[src/rtl/async_fifo_rd_pkg.sv]
// rtl/async_fifo_rd_pkg.sv - shared types and constants for the async FIFO read-side stream
package async_fifo_rd_pkg;

    localparam int BUF_DEPTH_MAX = 4;
    localparam int STAT_W        = 32;

    // Holds 0..BUF_DEPTH_MAX buffered words.
    typedef logic [2:0] occ_t;

endpackage

[src/rtl/rd_out_buf.sv]
// rtl/rd_out_buf.sv - circular output buffer holding words captured from the FIFO read port
module rd_out_buf
    import async_fifo_rd_pkg::*;
#(
    parameter int DWIDTH    = 8,
    parameter int BUF_DEPTH = 2
) (
    input  logic              clk,
    input  logic              rst_n,
    input  logic              enq,
    input  logic              deq,
    input  logic [DWIDTH-1:0] data_in,
    output occ_t              occ,
    output logic [DWIDTH-1:0] data_out
);

    logic [DWIDTH-1:0] mem [BUF_DEPTH_MAX];
    logic [1:0]        wr_ptr;
    logic [1:0]        rd_ptr;

    // Pointers wrap at BUF_DEPTH, which need not be a power of two.
    function automatic logic [1:0] next_ptr(input logic [1:0] p);
        return (p == 2'(BUF_DEPTH - 1)) ? 2'd0 : p + 2'd1;
    endfunction

    // Storage, pointers and occupancy; entries clear on reset so data_out reads 0 until data arrives.
    always_ff @(posedge clk or negedge rst_n) begin
        if (!rst_n) begin
            for (int i = 0; i < BUF_DEPTH_MAX; i++) begin
                mem[i] <= '0;
            end
            wr_ptr <= '0;
            rd_ptr <= '0;
            occ    <= '0;
        end else begin
            if (enq) begin
                mem[wr_ptr] <= data_in;
                wr_ptr      <= next_ptr(wr_ptr);
            end
            if (deq) begin
                rd_ptr <= next_ptr(rd_ptr);
            end
            occ <= occ + occ_t'(enq) - occ_t'(deq);
        end
    end

    assign data_out = mem[rd_ptr];

endmodule

[src/rtl/async_fifo_rd_stream.sv]
// rtl/async_fifo_rd_stream.sv - FIFO read port to valid/ready stream adapter; FIFO_RD_STATS_EN adds word/stall counters
module async_fifo_rd_stream
    import async_fifo_rd_pkg::*;
#(
    parameter int DWIDTH    = 8,
    parameter int BUF_DEPTH = 2
) (
    input  logic              rclk,
    input  logic              reset_L,
    output logic              pop,
    input  logic [DWIDTH-1:0] rdata,
    input  logic              empty,
    output logic              out_valid,
    input  logic              out_ready,
    output logic [DWIDTH-1:0] out_data
`ifdef FIFO_RD_STATS_EN
    ,
    output logic [STAT_W-1:0] rd_word_cnt,
    output logic [STAT_W-1:0] rd_stall_cnt
`endif
);

    logic       inflight;
    logic       deq;
    occ_t       occ;
    logic [3:0] committed;

    assign deq       = out_valid && out_ready;
    assign out_valid = (occ != '0);

    // Words already owned by this block (buffered plus in flight), net of the word leaving now.
    assign committed = {1'b0, occ} + {3'b0, inflight} - {3'b0, deq};

    // Gated by reset so a held-off block never requests data it would then discard.
    assign pop = reset_L && !empty && (committed < 4'(BUF_DEPTH));

    // The FIFO returns data one cycle after the pop; remember that a word is on its way.
    always_ff @(posedge rclk or negedge reset_L) begin
        if (!reset_L) begin
            inflight <= 1'b0;
        end else begin
            inflight <= pop;
        end
    end

    rd_out_buf #(
        .DWIDTH    (DWIDTH),
        .BUF_DEPTH (BUF_DEPTH)
    ) u_buf (
        .clk      (rclk),
        .rst_n    (reset_L),
        .enq      (inflight),
        .deq      (deq),
        .data_in  (rdata),
        .occ      (occ),
        .data_out (out_data)
    );

    occ_full_chk: assert property (@(posedge rclk) disable iff (!reset_L)
        ({1'b0, occ} + {3'b0, inflight}) <= 4'(BUF_DEPTH));

`ifdef FIFO_RD_STATS_EN
    // Delivered-word and sink-stall counters; free-running, wrap at 2^32.
    always_ff @(posedge rclk or negedge reset_L) begin
        if (!reset_L) begin
            rd_word_cnt  <= '0;
            rd_stall_cnt <= '0;
        end else begin
            if (deq) begin
                rd_word_cnt <= rd_word_cnt + STAT_W'(1);
            end
            if (out_valid && !out_ready) begin
                rd_stall_cnt <= rd_stall_cnt + STAT_W'(1);
            end
        end
    end
`endif

endmodule
[config.mk]
export PLATFORM = sky130hd
export DESIGN_NAME = async_fifo_rd_stream
export DESIGN_NICKNAME = d
export VERILOG_FILES = /design/src/rtl/async_fifo_rd_pkg.sv /design/src/rtl/rd_out_buf.sv /design/src/rtl/async_fifo_rd_stream.sv
export SDC_FILE = /design/constraint.sdc
export NUM_CORES = 1
export LEC_CHECK = 0
export ABC_AREA = 0
export BUFFER_PORTS_ARGS = -buffer_cell sky130_fd_sc_hd__buf_4
export CORE_UTILIZATION = 35
export DETAILED_ROUTE_END_ITERATION = 16
export PLACE_DENSITY = 0.53
export SLEW_MARGIN = 10
export SYNTH_ARGS = -nofsm -noshare
export SYNTH_HDL_FRONTEND = slang
export SYNTH_SLANG_ARGS = --single-unit
[constraint.sdc]
create_clock -name rclk -period 5.8 [get_ports rclk]
set_input_delay 0.29 -clock rclk [delete_from_list [all_inputs] [get_ports rclk]]
set_output_delay 0.29 -clock rclk [all_outputs]
set_load 0.03 [all_outputs]
==> results.md <==
Layout:
- With fillers left out, the area of the finished cells amounts to 2170 µm².
- The library cells used most frequently in the layout, excluding fill and tap cells, are sky130_fd_sc_hd__dfrtp_1 (40), sky130_fd_sc_hd__mux2_2 (32), sky130_fd_sc_hd__buf_4 (21), sky130_fd_sc_hd__inv_1 (8), sky130_fd_sc_hd__mux4_2 (8).
- The area used by multi-input combinational logic is 756 µm².
- In the final design database the tool counted 156 nets.
- The number of standard cells in the layout, taps in and fillers out is 206.
- The number of antenna diodes in the final layout is 0.
- The synthesis-to-finish area growth is 19.4%.
- The layout has 449 filler cells.
- Leaving out fill and tap cells, the most frequent cell in the layout is sky130_fd_sc_hd__dfrtp_1.
- The combined flip-flop and latch cell area is 1000 µm².
- In the final layout, the share of cells above drive strength 1 is 52.5%.

Worst setup path:
- The worst-path cell with the longest stage delay is sky130_fd_sc_hd__dfrtp_1.
- The delay contributed by the slowest stage of the critical path is 0.44 ns.
- Data on the critical path arrives at its endpoint at 3.00 ns.
- The signal on the critical path passes through or3_4, and2_1, ha_1, inv_1, ha_1, inv_1, fa_1, xor2_1, nand4b_1, nor3_1, buf_4.
- The sort of element at the end of the critical path is a primary output.
- The type of origin of the critical path is a flop.
- The endpoint required time on the critical path is 5.51 ns.
- The highest net fanout along the worst path is 4.
- The classification of the worst setup path is reg -> out.

Detailed routing:
- In the final routed layout, each cell accounts on average for 16.2 µm.
- After detailed routing, the number of vias per cell comes to 4.93.
- For this block, the initial DRC count from the detailed router was 45.
- The via count is 1016.
- The number of iterations in the first detailed-routing pass is 2.
- The count of nets left with antenna violations after detail routing is 0.
- After detailed routing, the total wire length is 3.33 mm.
- The residual DRC count is 0.

GRT:
- Global routing consumed, over all layers together, 14.6% of the routing resources.
- The initial antenna violation count is 0.
- The first global-routing pass estimated 5.75 mm of wire.
- Entering global routing, the biggest net connects 42 pins.
- Summed over all layers, the global routing overflow is 0.
- The number of global-route vias before repair is 1129.

Floorplan:
- The die is 74.0 µm wide.
- The standard-cell row count is 25.
- The starting density of the core is 37.4%.
- The die covers 5480 µm².
- During I/O placement, the number of pins put on the boundary was 22.
- The region available for standard cell placement spans 4850 µm².
- The y dimension of the die is 74.0 µm.

Logic synthesis:
- The number of nets handed over by synthesis was 131.
- The mapped cell area is 1810 µm².
- The share of synthesized area in the top cell type comes to 55.2%.
- The biggest area contributor in the post-synthesis netlist is sky130_fd_sc_hd__dfrtp_1.
- The mean area per synthesized cell is 15.9 µm².
- The number of synthesis warnings is 0.
- The sequential area share after synthesis is 55.2%.
- The flop and latch count out of synthesis is 40.
- After technology mapping, the gate count stands at 114.
- The number of distinct library cells after synthesis is 22.
- Ranked by total cell area, the synthesized netlist is headed by sky130_fd_sc_hd__dfrtp_1 (55%), sky130_fd_sc_hd__mux2_2 (20%), sky130_fd_sc_hd__mux4_2 (9.9%), sky130_fd_sc_hd__ha_1 (2.8%), sky130_fd_sc_hd__inv_1 (1.7%).

STA:
- Setup repair after global routing left no endpoint under its margin.
- Clock skew on the completed layout was measured at 0.00620 ns.
- The final count of pins violating max slew is 0.
- The worst path needs 3.29 ns of the cycle, external delays included.
- Summed over all failing endpoints, the final setup total negative slack is 0 ns.
- The maximum clock frequency is 0.304 GHz.
- The setup-violating endpoint count in the final report is 0.
- The worst pin sits at a relative slew slack of 57.8%.
- The slew at the pin closest to its max-slew limit is 0.633 ns.
- The total count of hold-check failures in the final report is 0.
- The worst hold slack is 0.253 ns.
- The worst setup margin is 2.51 ns.
- The final worst-path cycle share is 56.7%.

Place:
- Before CTS, the worst setup slack after placement is 2.81 ns.
- Detailed placement ended at an HPWL of 2.25 mm.
- The number of placed instances, taps included, is 198.
- The quantity of I/O buffers inserted on ports is 21.
- At the end of routability-driven placement, the weighted congestion stood at 0.737.
- After detailed placement, the total cell area comes to 2030 µm².

Status:
- The flow ran to the end, and the final reports show no timing, DRC or antenna violations.

Power and ir drop:
- Power spread over the standard cell area amounts to 520 nW/µm².
- Across the VDD grid, the largest voltage drop is 0.242 mV.
- The standby leakage power is 0.000954 µW.

Clock tree:
- The clock buffer count from CTS is 5.
- After clock tree synthesis, the clock-pin slew on the worst setup and hold paths is 0.08 ns.
- The setup fix buffers added after clock tree synthesis is 0.
- Post-CTS repair changed the size of 0 cells.
- The CTS H-tree depth is 2.
- The buffer type at the clock tree root is sky130_fd_sc_hd__clkbuf_8.
- The TritonCTS clock tree is done.
- Buffers inserted to repair hold after CTS numbered 1.
- Counting every sink on the clock net gives 40.
- In this run the deepest clock path goes through 2 buffers.
- The clock insertion delay at the later pin of the skew report is 0.29 ns.

Run:
- The number of maximum-capacitance violations is 0.

Min path:
- The worst min-delay path class is in -> reg.
## where the power goes
| part | switching (µW) | internal (µW) |
|---|---|---|
| clock network | 93.1 | 169 |
| logic | 210 | 224 |
| registers | 71.7 | 360 |
| total | 374 | 754 |
## area by class of cell
| cell class | count | area share [%] |
|---|---|---|
| clock buffer | 5 | 3.18 |
| tap | 67 | 3.87 |
| multi-input combinational | 62 | 34.9 |
| timing repair buffer | 22 | 7.74 |
| sequential | 40 | 46.2 |
| inverter | 8 | 1.39 |
| clock inverter | 2 | 2.77 |
## critical path, delay by kind of cell, from the launching register on
| family | cells | cell delay, ns |
|---|---|---|
| xor+xnor | 1 | 0.19 |
| buf+inv | 3 | 0.33 |
| simple gates | 4 | 0.94 |
| fa+ha+maj | 3 | 0.83 |
| flops | 1 | 0.44 |
## worst paths after layout
kind / start / to / slack (ns) / cells after the start
worst min register to register: u_buf.mem[10]$_DFFE_PN0P_ / u_buf.mem[10]$_DFFE_PN0P_ / 0.51 / 1
min in group asynchronous: reset_L / u_buf.mem[14]$_DFFE_PN0P_ / 0.51 / 2
worst max-delay path: u_buf.occ[1]$_DFF_PN0_ / pop / 2.51 / 11
max in group asynchronous: reset_L / u_buf.rd_ptr[1]$_DFFE_PN0P_ / 4.93 / 2
worst min-delay path: rdata[3] / u_buf.mem[3]$_DFFE_PN0P_ / 0.25 / 2
worst max register to register: u_buf.occ[1]$_DFF_PN0_ / inflight$_DFF_PN0_ / 3.20 / 10
## through the flow
step	total power [µW]	utilization, %
after floorplan	752	-
after global routing	1200	44.7
final	1130	44.7
after detailed placement	878	41.8
after CTS	1140	44.7
after global placement	855	41.8
## registers in the layout, summed over array words and instances, names as in the netlist
name and cells:
inflight 1, u_buf.mem 32, u_buf.occ 3, u_buf.rd_ptr 2
u_buf.wr_ptr 2
## layer usage
| layer | GRT usage [%] | routed length, µm | vias to the layer above |
|---|---|---|---|
| met2 | 24.5 | 1720 | 20 |
| met4 | 5.13 | 38 | 0 |
| li1 | - | - | 461 |
| met1 | 17.8 | 1430 | 531 |
| met5 | 0 | 0 | - |
| met3 | 4.61 | 142 | 4 |
## synthesized netlist by cell type
cell type	count
sky130_fd_sc_hd__a21boi_0	2
sky130_fd_sc_hd__a21oi_1	2
sky130_fd_sc_hd__and2_1	1
sky130_fd_sc_hd__and3_1	1
sky130_fd_sc_hd__buf_1	1
sky130_fd_sc_hd__buf_2	1
sky130_fd_sc_hd__buf_4	1
sky130_fd_sc_hd__buf_6	1
sky130_fd_sc_hd__dfrtp_1	40
sky130_fd_sc_hd__fa_1	1
sky130_fd_sc_hd__ha_1	4
sky130_fd_sc_hd__inv_1	8
sky130_fd_sc_hd__mux2_2	32
sky130_fd_sc_hd__mux4_2	8
sky130_fd_sc_hd__nand3_1	1
sky130_fd_sc_hd__nand3_2	1
sky130_fd_sc_hd__nand3b_2	2
sky130_fd_sc_hd__nand4b_1	1
sky130_fd_sc_hd__nor3_1	1
sky130_fd_sc_hd__nor3b_4	1
sky130_fd_sc_hd__or3_4	1
sky130_fd_sc_hd__xor2_1	3
## cells by family (layout without fill, tap and decap cells)
logic type | count (synthesis) | after routing | synth area share, %
adder cells (fa/ha/maj) | 5 | 5 | 3.86
AO/OA/AOI/OAI | 4 | 4 | 1.38
XOR/XNOR | 3 | 3 | 1.45
buffers and inverters | 12 | 37 | 3.17
AND/OR/NAND/NOR | 10 | 10 | 5.17
multiplexers | 40 | 40 | 29.8
flip-flops | 40 | 40 | 55.2
(Power assumes the default switching activity.)
